`src/rtl/serial_subtractor_pkg.sv`:
```
// Shared definitions for the bit-serial subtractor: FSM state encodings and
// the default Hack word width.
package serial_subtractor_pkg;

  localparam int unsigned HACK_WORD = 16;

  typedef enum logic [1:0] {
    S_IDLE = 2'd0,
    S_RUN  = 2'd1,
    S_DONE = 2'd2
  } state_e;

endpackage

```
`src/rtl/fullsubtractor.sv`:
```
// Combinational 1-bit full subtractor: diff = a - b - bin, with borrow out.
module fullsubtractor (
  input  logic a,
  input  logic b,
  input  logic bin,
  output logic diff,
  output logic bout
);

  assign diff = a ^ b ^ bin;
  assign bout = (~a & b) | (~(a ^ b) & bin);

endmodule

```
`src/rtl/serial_subtractor.sv`:
```
// Bit-serial WIDTH-bit subtractor (a - b, LSB first) with start/done handshake.
// Optional zero flag output `zr` enabled by defining SERIAL_SUB_ZERO_FLAG_EN.
module serial_subtractor
  import serial_subtractor_pkg::*;
#(
  parameter int unsigned WIDTH = HACK_WORD
) (
  input  logic             clk,
  input  logic             rst,
  input  logic             start,
  input  logic [WIDTH-1:0] a,
  input  logic [WIDTH-1:0] b,
  output logic             busy,
  output logic             done,
  output logic [WIDTH-1:0] diff,
`ifdef SERIAL_SUB_ZERO_FLAG_EN
  output logic             zr,
`endif
  output logic             borrow
);

  localparam int unsigned CW = $clog2(WIDTH);
  localparam logic [CW-1:0] LAST_CNT = CW'(WIDTH - 1);

  state_e           r_state;
  state_e           w_state_next;
  logic [WIDTH-1:0] r_a;
  logic [WIDTH-1:0] r_b;
  logic [WIDTH-1:0] r_diff;
  logic             r_borrow;
  logic [CW-1:0]    r_cnt;
  logic             w_d;
  logic             w_bout;
  logic [WIDTH-1:0] w_diff_shift;
  logic             w_last;

  fullsubtractor u_cell (
    .a    (r_a[0]),
    .b    (r_b[0]),
    .bin  (r_borrow),
    .diff (w_d),
    .bout (w_bout)
  );

  assign w_diff_shift = {w_d, r_diff[WIDTH-1:1]};
  assign w_last       = (r_cnt == LAST_CNT);

  // State register
  always_ff @(posedge clk) begin
    if (rst) begin
      r_state <= S_IDLE;
    end else begin
      r_state <= w_state_next;
    end
  end

  // Next-state logic
  always_comb begin
    w_state_next = r_state;
    case (r_state)
      S_IDLE:  if (start) w_state_next = S_RUN;
      S_RUN:   if (w_last) w_state_next = S_DONE;
      S_DONE:  w_state_next = S_IDLE;
      default: w_state_next = S_IDLE;
    endcase
  end

  // Output decode
  always_comb begin
    busy = 1'b0;
    done = 1'b0;
    case (r_state)
      S_RUN:   busy = 1'b1;
      S_DONE:  done = 1'b1;
      default: ;
    endcase
  end

  // Datapath: operand shifters, result shifter, borrow flop and bit counter
  always_ff @(posedge clk) begin
    if (rst) begin
      r_a      <= '0;
      r_b      <= '0;
      r_diff   <= '0;
      r_borrow <= 1'b0;
      r_cnt    <= '0;
    end else begin
      case (r_state)
        S_IDLE: begin
          if (start) begin
            r_a      <= a;
            r_b      <= b;
            r_borrow <= 1'b0;
            r_cnt    <= '0;
          end
        end
        S_RUN: begin
          r_a      <= r_a >> 1;
          r_b      <= r_b >> 1;
          r_diff   <= w_diff_shift;
          r_borrow <= w_bout;
          r_cnt    <= r_cnt + 1'b1;
        end
        default: ;
      endcase
    end
  end

`ifdef SERIAL_SUB_ZERO_FLAG_EN
  logic r_zr;

  // Only refreshed on the final bit so it holds through the next RUN
  always_ff @(posedge clk) begin
    if (rst) begin
      r_zr <= 1'b1;
    end else if (r_state == S_RUN && w_last) begin
      r_zr <= (w_diff_shift == '0);
    end
  end

  assign zr = r_zr;
`endif

  assign diff   = r_diff;
  assign borrow = r_borrow;

endmodule

```
`config.mk`:
```
export PLATFORM = sky130hd
export DESIGN_NAME = serial_subtractor
export DESIGN_NICKNAME = d
export VERILOG_FILES = /design/src/rtl/serial_subtractor_pkg.sv /design/src/rtl/fullsubtractor.sv /design/src/rtl/serial_subtractor.sv
export SDC_FILE = /design/constraint.sdc
export NUM_CORES = 1
export LEC_CHECK = 0
export BUFFER_PORTS_ARGS = -buffer_cell sky130_fd_sc_hd__buf_2
export CORE_MARGIN = 2
export CORE_UTILIZATION = 52
export CTS_BUF_LIST = sky130_fd_sc_hd__clkbuf_4
export CTS_CLUSTER_SIZE = 10
export DETAILED_ROUTE_END_ITERATION = 8
export GPL_TIMING_DRIVEN = 0
export PLACE_DENSITY_LB_ADDON = 0.25
export SYNTH_ARGS = -nofsm -noshare
export SYNTH_HDL_FRONTEND = slang
export SYNTH_HIERARCHICAL = 1
export SYNTH_SLANG_ARGS = --single-unit
```
`constraint.sdc`:
```
create_clock -name clk -period 3.1 [get_ports clk]
set_input_delay 0.31 -clock clk [delete_from_list [all_inputs] [get_ports clk]]
set_output_delay 0.31 -clock clk [all_outputs]
set_load 0.02 [all_outputs]
```
==> run_summary.xml, run 1 <==
<?xml version="1.0" encoding="UTF-8"?>
<metrics>
  <group name="run_status">
    <metric name="status" unit="">completed</metric>
  </group>
  <group name="drt">
    <metric name="vias" unit="">2203</metric>
    <metric name="drt_pre_antenna_iters" unit="">4</metric>
    <metric name="detail-route-antenna-nets" unit="">0</metric>
    <metric name="remaining_drc_errors" unit="">0</metric>
    <metric name="route.detailed.vias_per_inst" unit="">5.00</metric>
    <metric name="totalWireLength" unit="mm">5.13</metric>
    <metric name="post_drt_wl_per_cell" unit="µm">11.6</metric>
    <metric name="initial_detailed_routing_violation_count" unit="">118</metric>
  </group>
  <group name="critical_path">
    <metric name="critPathCaptureType" unit="">output port</metric>
    <metric name="crit_path_cell_trace" unit="">buf_6, nand2b_1, buf_6, inv_2, buf_4, buf_2</metric>
    <metric name="worst_path_max_delay_cell" unit="">dfxtp_1</metric>
    <metric name="worst_r2r_path_depth" unit="">5</metric>
    <metric name="critPathLaunchType" unit="">flop</metric>
    <metric name="cp_slowest_stage_delay" unit="ps">330</metric>
    <metric name="rrSetupSlack" unit="ps">1650</metric>
    <metric name="reg2reg_from" unit="">r_state[0]</metric>
    <metric name="timing.critical_path.max_delay_family" unit="">buffers and inverters</metric>
    <metric name="r2r-end" unit="">r_b[14]</metric>
    <metric name="crit_path_max_fanout" unit="">10</metric>
    <metric name="path_class" unit="">flop to output port</metric>
    <metric name="path_common_cell" unit="">buf_6</metric>
    <metric name="cp.required" unit="ps">2790</metric>
    <metric name="timing.critical_path.buf_inv" unit="">5</metric>
    <metric name="cp_data_arrival_time" unit="ps">1540</metric>
  </group>
  <group name="power_and_ir_drop">
    <metric name="ir_worst_vdd" unit="mV">0.231</metric>
    <metric name="powerDensity" unit="nW/µm²">442</metric>
    <metric name="power_leakage" unit="nW">1.24</metric>
  </group>
  <group name="clock_network">
    <metric name="tritoncts" unit="">built</metric>
    <metric name="cts_num_sinks" unit="">55</metric>
    <metric name="clk_pin_slew_worst_paths" unit="ps">160</metric>
    <metric name="cts.path.max_buffers" unit="">2</metric>
    <metric name="cts.htree.levels" unit="">2</metric>
    <metric name="post_cts_buffers" unit="">0</metric>
    <metric name="cts_resized" unit="">0</metric>
    <metric name="clk_latency" unit="ps">380</metric>
    <metric name="post_cts_hold_buffer_count" unit="">0</metric>
    <metric name="clockRootBuffer" unit="">clkbuf_4</metric>
    <metric name="cts_made_buffers" unit="">5</metric>
  </group>
  <group name="yosys">
    <metric name="number_of_flip_flops_and_latches_in_the_synthesized_netlist" unit="">55</metric>
    <metric name="synth_nets" unit="">351</metric>
    <metric name="yosysSeqAreaShare" unit="">0.435</metric>
    <metric name="synth_async_sr_flop_share" unit="">0</metric>
    <metric name="synth.avg_cell_area" unit="µm²">8.06</metric>
    <metric name="synth_area" unit="µm²">2530</metric>
    <metric name="synth_edf_count" unit="">0</metric>
    <metric name="yosys_warnings" unit="">6</metric>
    <metric name="syn_inst" unit="">314</metric>
    <metric name="yosysUniqueCellTypes" unit="">28</metric>
    <metric name="synth_top_flop_cell" unit="">dfxtp_1</metric>
  </group>
  <group name="global_routing">
    <metric name="first_pass_grt_wire_length" unit="mm">8.36</metric>
    <metric name="antenna_violations_before_repair" unit="">0</metric>
    <metric name="largest_net_degree_at_the_start_of_global_routing" unit="">18</metric>
    <metric name="grt.overflow.total" unit="">0</metric>
    <metric name="grt_pass1_vias" unit="">1941</metric>
    <metric name="grt.total_usage" unit="">0.197</metric>
  </group>
  <group name="min_path">
    <metric name="timing.hold.worst.class" unit="">input port to flop</metric>
    <metric name="cell_depth_of_the_worst_hold_path" unit="">3</metric>
    <metric name="holdCritStartpoint" unit="">b[15]</metric>
    <metric name="worst_hold_path.endpoint" unit="">r_b[15]</metric>
  </group>
  <group name="sta">
    <metric name="final_period_demand_of_the_worst_path" unit="ps">1850</metric>
    <metric name="final_critical_path_share_of_the_clock_period" unit="">0.596</metric>
    <metric name="maximum_clock_frequency" unit="MHz">541</metric>
    <metric name="hold_viol" unit="">0</metric>
    <metric name="rsz0062_at_grt" unit="">false</metric>
    <metric name="worst_slew_pin_slew" unit="ps">469</metric>
    <metric name="clock_skew" unit="ps">15.2</metric>
    <metric name="tns" unit="ps">0</metric>
    <metric name="slew_violations" unit="">0</metric>
    <metric name="relative_slew_margins" unit="">0.687</metric>
    <metric name="finalSetupViolCount" unit="">0</metric>
  </group>
  <group name="floorplan">
    <metric name="chipWidth" unit="µm">73.8</metric>
    <metric name="die_h" unit="µm">73.8</metric>
    <metric name="start_util" unit="">0.536</metric>
    <metric name="die_area" unit="µm²">5440</metric>
    <metric name="boundaryPins" unit="">54</metric>
    <metric name="core_area" unit="µm²">4720</metric>
    <metric name="placement_rows" unit="">25</metric>
  </group>
  <group name="placed_design">
    <metric name="buffer_ports.inserted" unit="">52</metric>
    <metric name="gp_routability_congestion" unit="">0.770</metric>
    <metric name="placed_cells" unit="">433</metric>
    <metric name="place_hpwl" unit="mm">3.73</metric>
  </group>
  <group name="finish">
    <metric name="antenna_cells_inserted" unit="">0</metric>
    <metric name="nNetsFinal" unit="">410</metric>
    <metric name="area_growth" unit="%">15.9</metric>
    <metric name="instances_no_fill" unit="">441</metric>
    <metric name="ratio_of_cells_with_drive_above_1_in_the_final_layout" unit="">0.214</metric>
  </group>
  <group name="job">
    <metric name="maxCapViolCount" unit="">0</metric>
  </group>
</metrics>
## Yosys cell counts (2+ instances only)
| cell | count | area (µm²) |
|---|---|---|
| a22oi_1 | 4 | 30.0 |
| nor3_1 | 32 | 160 |
| or3b_1 | 27 | 236 |
| buf_1 | 4 | 15.0 |
| buf_6 | 4 | 45.0 |
| nand2_1 | 35 | 131 |
| nand2b_1 | 31 | 194 |
| clkbuf_1 | 9 | 33.8 |
| inv_1 | 3 | 11.3 |
| or3b_2 | 3 | 26.3 |
| buf_4 | 2 | 15.0 |
| nor2_1 | 36 | 135 |
| buf_2 | 8 | 40.0 |
| nand3_1 | 2 | 10.0 |
| dfxtp_1 | 55 | 1100 |
| a21oi_1 | 47 | 235 |
## worst max-delay path by stage
stage / start / to / slack, ps / depth (start not counted)
4_1_cts: r_state[1] / busy / 1240 / 6
2_1_floorplan: r_state[1] / done / 1750 / 3
3_5_place_dp: start / r_a[9] / 1610 / 5
3_3_place_gp: start / r_b[0] / 1610 / 5
6_report: r_state[1] / busy / 1250 / 6
5_1_grt: r_state[1] / busy / 1150 / 6
## metrics by stage
step / power, mW / hold slack [ps] / cell area (µm²) / utilization / setup WS, ps
floorplan: 0.935 / 454 / 2530 / - / 1750
finish: 1.30 / 154 / 2930 / 0.621 / 1250
global route: 1.36 / 192 / 2930 / 0.621 / 1150
global placement: 0.991 / 442 / 2880 / 0.609 / 1610
CTS: 1.30 / 148 / 2930 / 0.621 / 1240
detailed placement: 0.996 / 451 / 2880 / 0.609 / 1610
## flip-flops by register name, indices dropped and copies added (netlist names)
name     cells
r_cnt        4
borrow       1
r_b         16
r_state      2
r_a         16
diff        16
## logic make-up (layout without fill, tap and decap cells)
group,Yosys count,in the layout,share of synthesized area
compound gates,57,57,0.127
fa+ha+maj,2,2,0.0129
buf+inv,31,91,0.0647
flops,55,55,0.435
simple gates,169,169,0.361
## layout by cell type (no fill, tap or decap), types with 2 or more instances in the layout
cell,n
a21oi_1,47
a22oi_1,4
buf_1,4
buf_2,60
buf_4,2
buf_6,4
clkbuf_1,9
clkbuf_4,5
clkinvlp_4,2
dfxtp_1,55
inv_1,3
nand2_1,35
nand2b_1,31
nand3_1,2
nor2_1,36
nor3_1,32
or3b_1,27
or3b_2,3
## tightest hold or removal path, stage by stage
cell and delay [ps]:
buf_2 80, a22oi_1 50, nor2_1 80
## cell type report
cell class	count	area [µm²]
clock inverter	3	20.0
clock buffer	5	37.5
tap	67	83.8
timing repair buffer	52	260
buffer	27	149
inverter	4	15.0
fill	451	1790
multi-input combinational	228	1270
sequential	55	1100
## power breakdown
group          internal [mW]  leakage (nW)  switching (mW)
combinational         0.0998         0.757           0.111
sequential             0.749         0.452          0.0194
clock                 0.0871        0.0272           0.230
total                  0.936          1.24           0.361
## metal layers
layer / vias up / track usage / routed length, µm
met5: - / 0 / 0
met4: 0 / 0.0606 / 68
met3: 5 / 0.0412 / 234
met2: 48 / 0.318 / 2280
met1: 985 / 0.264 / 2550
li1: 1165 / - / -
No activity file was read; power rests on OpenSTA's default activity.
==> inputs of run 2 (changes only) <==
Clock period 3.1 ns to 1.8 ns, I/O delays scaled along.
==> run_summary.xml, run 2 (synthesized netlist as in run 1, its figures left out) <==
<?xml version="1.0" encoding="UTF-8"?>
<metrics>
  <group name="job">
    <metric name="maxCapViolCount" unit="">0</metric>
  </group>
  <group name="sta">
    <metric name="finalSetupViolCount" unit="">0</metric>
    <metric name="relative_slew_margins" unit="">0.685</metric>
    <metric name="final_period_demand_of_the_worst_path" unit="ps">1700</metric>
    <metric name="clock_skew" unit="ps">15.0</metric>
    <metric name="slew_violations" unit="">0</metric>
    <metric name="hold_viol" unit="">0</metric>
    <metric name="worst_slew_pin_slew" unit="ps">472</metric>
    <metric name="rsz0062_at_grt" unit="">false</metric>
    <metric name="tns" unit="ps">0</metric>
    <metric name="maximum_clock_frequency" unit="MHz">589</metric>
    <metric name="final_critical_path_share_of_the_clock_period" unit="">0.944</metric>
  </group>
  <group name="critical_path">
    <metric name="timing.critical_path.buf_inv" unit="">5</metric>
    <metric name="cp_slowest_stage_delay" unit="ps">330</metric>
    <metric name="crit_path_max_fanout" unit="">10</metric>
    <metric name="critPathCaptureType" unit="">output port</metric>
    <metric name="cp.depth" unit="">6</metric>
    <metric name="timing.critical_path.max_delay_family" unit="">buffers and inverters</metric>
    <metric name="critPathLaunchType" unit="">flop</metric>
    <metric name="path_class" unit="">flop to output port</metric>
    <metric name="rrSetupSlack" unit="ps">350</metric>
    <metric name="cp_data_arrival_time" unit="ps">1520</metric>
    <metric name="worst_r2r_path_depth" unit="">5</metric>
    <metric name="cp.required" unit="ps">1620</metric>
    <metric name="worst_path_max_delay_cell" unit="">dfxtp_1</metric>
    <metric name="crit_path_cell_trace" unit="">buf_6, nand2b_1, buf_6, inv_2, buf_4, buf_4</metric>
  </group>
  <group name="drt">
    <metric name="vias" unit="">2203</metric>
    <metric name="post_drt_wl_per_cell" unit="µm">11.7</metric>
    <metric name="totalWireLength" unit="mm">5.14</metric>
    <metric name="remaining_drc_errors" unit="">0</metric>
    <metric name="route.detailed.vias_per_inst" unit="">5.00</metric>
    <metric name="initial_detailed_routing_violation_count" unit="">122</metric>
    <metric name="drt_pre_antenna_iters" unit="">4</metric>
    <metric name="detail-route-antenna-nets" unit="">0</metric>
  </group>
  <group name="clock_network">
    <metric name="cts_made_buffers" unit="">5</metric>
    <metric name="clk_latency" unit="ps">380</metric>
    <metric name="tritoncts" unit="">built</metric>
    <metric name="cts.htree.levels" unit="">2</metric>
    <metric name="clk_pin_slew_worst_paths" unit="ps">160</metric>
    <metric name="cts.path.max_buffers" unit="">2</metric>
    <metric name="cts_num_sinks" unit="">55</metric>
    <metric name="post_cts_buffers" unit="">0</metric>
    <metric name="clockRootBuffer" unit="">clkbuf_4</metric>
  </group>
  <group name="min_path">
    <metric name="cell_depth_of_the_worst_hold_path" unit="">3</metric>
    <metric name="timing.hold.worst.class" unit="">input port to flop</metric>
  </group>
  <group name="floorplan">
    <metric name="die_area" unit="µm²">5440</metric>
    <metric name="die_h" unit="µm">73.8</metric>
    <metric name="boundaryPins" unit="">54</metric>
    <metric name="core_area" unit="µm²">4720</metric>
    <metric name="chipWidth" unit="µm">73.8</metric>
    <metric name="start_util" unit="">0.536</metric>
    <metric name="placement_rows" unit="">25</metric>
  </group>
  <group name="finish">
    <metric name="antenna_cells_inserted" unit="">0</metric>
    <metric name="nNetsFinal" unit="">410</metric>
    <metric name="area_growth" unit="%">16.0</metric>
    <metric name="ratio_of_cells_with_drive_above_1_in_the_final_layout" unit="">0.217</metric>
    <metric name="highest_count_cells_in_the_layout_ignoring_fill_and_taps" unit="">buf_2 (59), dfxtp_1 (55), a21oi_1 (47), nor2_1 (36), nand2_1 (35)</metric>
    <metric name="post-route-util" unit="">0.622</metric>
    <metric name="instances_no_fill" unit="">441</metric>
    <metric name="final_common_cell" unit="">buf_2</metric>
  </group>
  <group name="global_routing">
    <metric name="grt.total_usage" unit="">0.197</metric>
    <metric name="first_pass_grt_wire_length" unit="mm">8.36</metric>
    <metric name="grt_pass1_vias" unit="">1941</metric>
    <metric name="largest_net_degree_at_the_start_of_global_routing" unit="">18</metric>
    <metric name="grt.overflow.total" unit="">0</metric>
    <metric name="antenna_violations_before_repair" unit="">0</metric>
  </group>
  <group name="power_and_ir_drop">
    <metric name="powerDensity" unit="nW/µm²">760</metric>
    <metric name="power_leakage" unit="nW">1.24</metric>
    <metric name="power" unit="mW">2.23</metric>
    <metric name="ir_worst_vdd" unit="mV">0.398</metric>
  </group>
  <group name="placed_design">
    <metric name="gp_routability_congestion" unit="">0.770</metric>
    <metric name="place_hpwl" unit="mm">3.73</metric>
    <metric name="placed_cells" unit="">433</metric>
    <metric name="buffer_ports.inserted" unit="">52</metric>
  </group>
  <group name="run_status">
    <metric name="status" unit="">completed</metric>
  </group>
</metrics>
run 2: cell types whose count changed in the layout (fill, tap and decap cells not counted):
cell / delta
clkbuf_2: +1
buf_2: -1
buf_4: +1
clkbuf_1: -1
run 2: routing by layer:
layer  global-route usage  part of all wire
met1                0.264              0.50
met2                0.318              0.44
met3               0.0412             0.042
met4               0.0606             0.013
met5                    0                 0
run 2: through the flow:
step | cell area, µm² | hold WS, ps | setup slack, ps
after floorplan | 2530 | 328 | 541
after global placement | 2880 | 422 | 400
after detailed placement | 2880 | 431 | 381
after CTS | 2930 | 17.8 | 71.1
after global routing | 2940 | 62.2 | 1.58
final | 2940 | 23.7 | 101
run 2: report_power, final:
part           internal, mW  switching [mW]
combinational         0.173           0.191
sequential             1.29          0.0334
clock                 0.150           0.396
total                  1.61           0.621
run 2: cell type report:
| type | instances | area [µm²] |
|---|---|---|
| clock inverter | 3 | 20.0 |
| clock buffer | 5 | 37.5 |
| tap | 67 | 83.8 |
| buffer | 27 | 150 |
| multi-input combinational | 228 | 1270 |
| fill | 450 | 1790 |
| timing repair buffer | 52 | 263 |
| sequential | 55 | 1100 |
| inverter | 4 | 15.0 |
run 2: repair_timing:
| item | CTS | global route |
|---|---|---|
| hold buffers | 0 | 0 |
| gates resized for setup | 0 | 3 |
| setup endpoints to repair | 0 | 2 |
| endpoints found under the hold margin | 0 | 0 |
run 2: final timing paths:
path	start	to
worst max-delay path	r_state[1]	busy
worst min-delay path	b[15]	r_b[15]
worst max register to register	r_state[0]	r_a[5]
worst min register to register	diff[0]	diff[0]
run 2: worst register-to-register path: stages, from the launching register on:
cell      delay, ps
dfxtp_1         380
buf_2           220
buf_1           400
nand2b_1        110
a21oi_1         160
nor3_1           70
==> inputs of run 3 (changes only) <==
Settings changed: MAX_ROUTING_LAYER set to met4.
==> run_summary.xml, run 3 (synthesized netlist as in run 1, its figures left out) <==
<?xml version="1.0" encoding="UTF-8"?>
<metrics>
  <group name="clock_network">
    <metric name="cts.path.max_buffers" unit="">2</metric>
    <metric name="clk_latency" unit="ps">380</metric>
    <metric name="cts_resized" unit="">0</metric>
    <metric name="cts_num_sinks" unit="">55</metric>
    <metric name="tritoncts" unit="">built</metric>
    <metric name="post_cts_buffers" unit="">0</metric>
    <metric name="cts.htree.levels" unit="">2</metric>
    <metric name="post_cts_hold_buffer_count" unit="">0</metric>
    <metric name="clockRootBuffer" unit="">clkbuf_4</metric>
    <metric name="clk_pin_slew_worst_paths" unit="ps">160</metric>
    <metric name="cts_made_buffers" unit="">5</metric>
  </group>
  <group name="sta">
    <metric name="worst_slew_pin_slew" unit="ps">474</metric>
    <metric name="final_period_demand_of_the_worst_path" unit="ps">1710</metric>
    <metric name="rsz0062_at_grt" unit="">false</metric>
    <metric name="finalSetupViolCount" unit="">0</metric>
    <metric name="final_critical_path_share_of_the_clock_period" unit="">0.948</metric>
    <metric name="hold_viol" unit="">0</metric>
    <metric name="clock_skew" unit="ps">13.3</metric>
    <metric name="maximum_clock_frequency" unit="MHz">586</metric>
    <metric name="relative_slew_margins" unit="">0.684</metric>
    <metric name="tns" unit="ps">0</metric>
    <metric name="slew_violations" unit="">0</metric>
  </group>
  <group name="critical_path">
    <metric name="rrSetupSlack" unit="ps">340</metric>
    <metric name="path_class" unit="">flop to output port</metric>
    <metric name="crit_path_cell_trace" unit="">buf_6, nand2b_1, buf_6, inv_2, buf_4, buf_4</metric>
    <metric name="cp_slowest_stage_delay" unit="ps">340</metric>
    <metric name="cp_data_arrival_time" unit="ps">1530</metric>
    <metric name="crit_path_max_fanout" unit="">10</metric>
    <metric name="timing.critical_path.buf_inv" unit="">5</metric>
    <metric name="critPathCaptureType" unit="">output port</metric>
    <metric name="cp.required" unit="ps">1620</metric>
    <metric name="worst_path_max_delay_cell" unit="">dfxtp_1</metric>
    <metric name="timing.critical_path.max_delay_family" unit="">buffers and inverters</metric>
    <metric name="critPathLaunchType" unit="">flop</metric>
  </group>
  <group name="floorplan">
    <metric name="core_area" unit="µm²">4720</metric>
    <metric name="chipWidth" unit="µm">73.8</metric>
    <metric name="die_h" unit="µm">73.8</metric>
    <metric name="start_util" unit="">0.536</metric>
    <metric name="placement_rows" unit="">25</metric>
    <metric name="die_area" unit="µm²">5440</metric>
    <metric name="boundaryPins" unit="">54</metric>
  </group>
  <group name="finish">
    <metric name="antenna_cells_inserted" unit="">0</metric>
    <metric name="final_common_cell" unit="">buf_2</metric>
    <metric name="ratio_of_cells_with_drive_above_1_in_the_final_layout" unit="">0.217</metric>
    <metric name="area_growth" unit="%">16.0</metric>
    <metric name="highest_count_cells_in_the_layout_ignoring_fill_and_taps" unit="">buf_2 (59), dfxtp_1 (55), a21oi_1 (47), nor2_1 (36), nand2_1 (35)</metric>
    <metric name="nNetsFinal" unit="">410</metric>
    <metric name="fill_cell_count" unit="">450</metric>
  </group>
  <group name="global_routing">
    <metric name="first_pass_grt_wire_length" unit="mm">8.36</metric>
    <metric name="grt.total_usage" unit="">0.203</metric>
    <metric name="grt_pass1_vias" unit="">1941</metric>
    <metric name="grt.overflow.total" unit="">0</metric>
    <metric name="antenna_violations_before_repair" unit="">0</metric>
    <metric name="largest_net_degree_at_the_start_of_global_routing" unit="">18</metric>
  </group>
  <group name="drt">
    <metric name="totalWireLength" unit="mm">5.15</metric>
    <metric name="detail-route-antenna-nets" unit="">0</metric>
    <metric name="initial_detailed_routing_violation_count" unit="">115</metric>
    <metric name="route.detailed.vias_per_inst" unit="">5.00</metric>
    <metric name="remaining_drc_errors" unit="">0</metric>
    <metric name="drt_pre_antenna_iters" unit="">4</metric>
    <metric name="vias" unit="">2207</metric>
    <metric name="post_drt_wl_per_cell" unit="µm">11.7</metric>
  </group>
  <group name="placed_design">
    <metric name="buffer_ports.inserted" unit="">52</metric>
    <metric name="gp_routability_congestion" unit="">0.780</metric>
    <metric name="place_hpwl" unit="mm">3.73</metric>
  </group>
  <group name="power_and_ir_drop">
    <metric name="power_leakage" unit="nW">1.24</metric>
    <metric name="ir_worst_vdd" unit="mV">0.398</metric>
    <metric name="power" unit="mW">2.24</metric>
    <metric name="netSwitchingPower" unit="µW">623</metric>
    <metric name="share_comb_of_total_power" unit="">0.163</metric>
    <metric name="power.share.clock" unit="">0.245</metric>
    <metric name="powerDensity" unit="nW/µm²">761</metric>
    <metric name="pwr-share-seq" unit="">0.592</metric>
    <metric name="p_int" unit="mW">1.61</metric>
    <metric name="power.share.switching" unit="">0.279</metric>
  </group>
  <group name="job">
    <metric name="maxCapViolCount" unit="">0</metric>
  </group>
  <group name="min_path">
    <metric name="timing.hold.worst.class" unit="">input port to flop</metric>
  </group>
  <group name="run_status">
    <metric name="status" unit="">completed</metric>
  </group>
</metrics>
[run 3: cell counts in the layout (fill, tap and decap cells not counted)]
Identical to the previous run, type by type.
[run 3: path summary, 6_finish.rpt]
path                   start       to  cells after the start
setup / recovery  r_state[1]     busy                      6
hold / removal         b[15]  r_b[15]                      3
setup reg to reg  r_state[0]   r_a[5]                      5
hold reg to reg      diff[0]  diff[0]                      2
[run 3: power by group through the flow]
stage,registers [mW],clock network [mW],logic (mW)
global placement,1.35,0,0.359
global route,1.33,0.598,0.415
detailed placement,1.35,0,0.366
floorplan,1.35,0,0.265
CTS,1.32,0.557,0.367
finish,1.32,0.548,0.364
[run 3: worst register-to-register path: cells and delay by family, from the launching register on]
kind | cells | cell delay, ps
buffers and inverters | 2 | 630
AO/OA/AOI/OAI | 1 | 160
flip-flops | 1 | 380
AND/OR/NAND/NOR | 2 | 180
[run 3: final cells by class]
class                           count  area [µm²]  area share
Clock inverter                      3        20.0     0.00682
Tap cell                           67        83.8      0.0285
Multi-Input combinational cell    228        1270       0.431
Sequential cell                    55        1100       0.375
Buffer                             27         150      0.0511
Timing Repair Buffer               52         263      0.0895
Inverter                            4        15.0     0.00511
Clock buffer                        5        37.5      0.0128
[run 3: metrics by stage]
stage	cells	area [µm²]	utilization	setup WS (ps)	hold WS (ps)
finish	441	2940	0.622	93.9	23.1
global route	441	2940	0.622	1.39	62.2
CTS	441	2930	0.621	71.1	17.8
detailed placement	433	2880	0.609	381	431
global placement	433	2880	0.609	400	422
floorplan	314	2530	-	541	328
[run 3: metal layers]
metal	part of all wire	global-route usage
met5	0	-
met4	0.013	0.0606
met3	0.042	0.0412
met2	0.44	0.318
met1	0.50	0.264
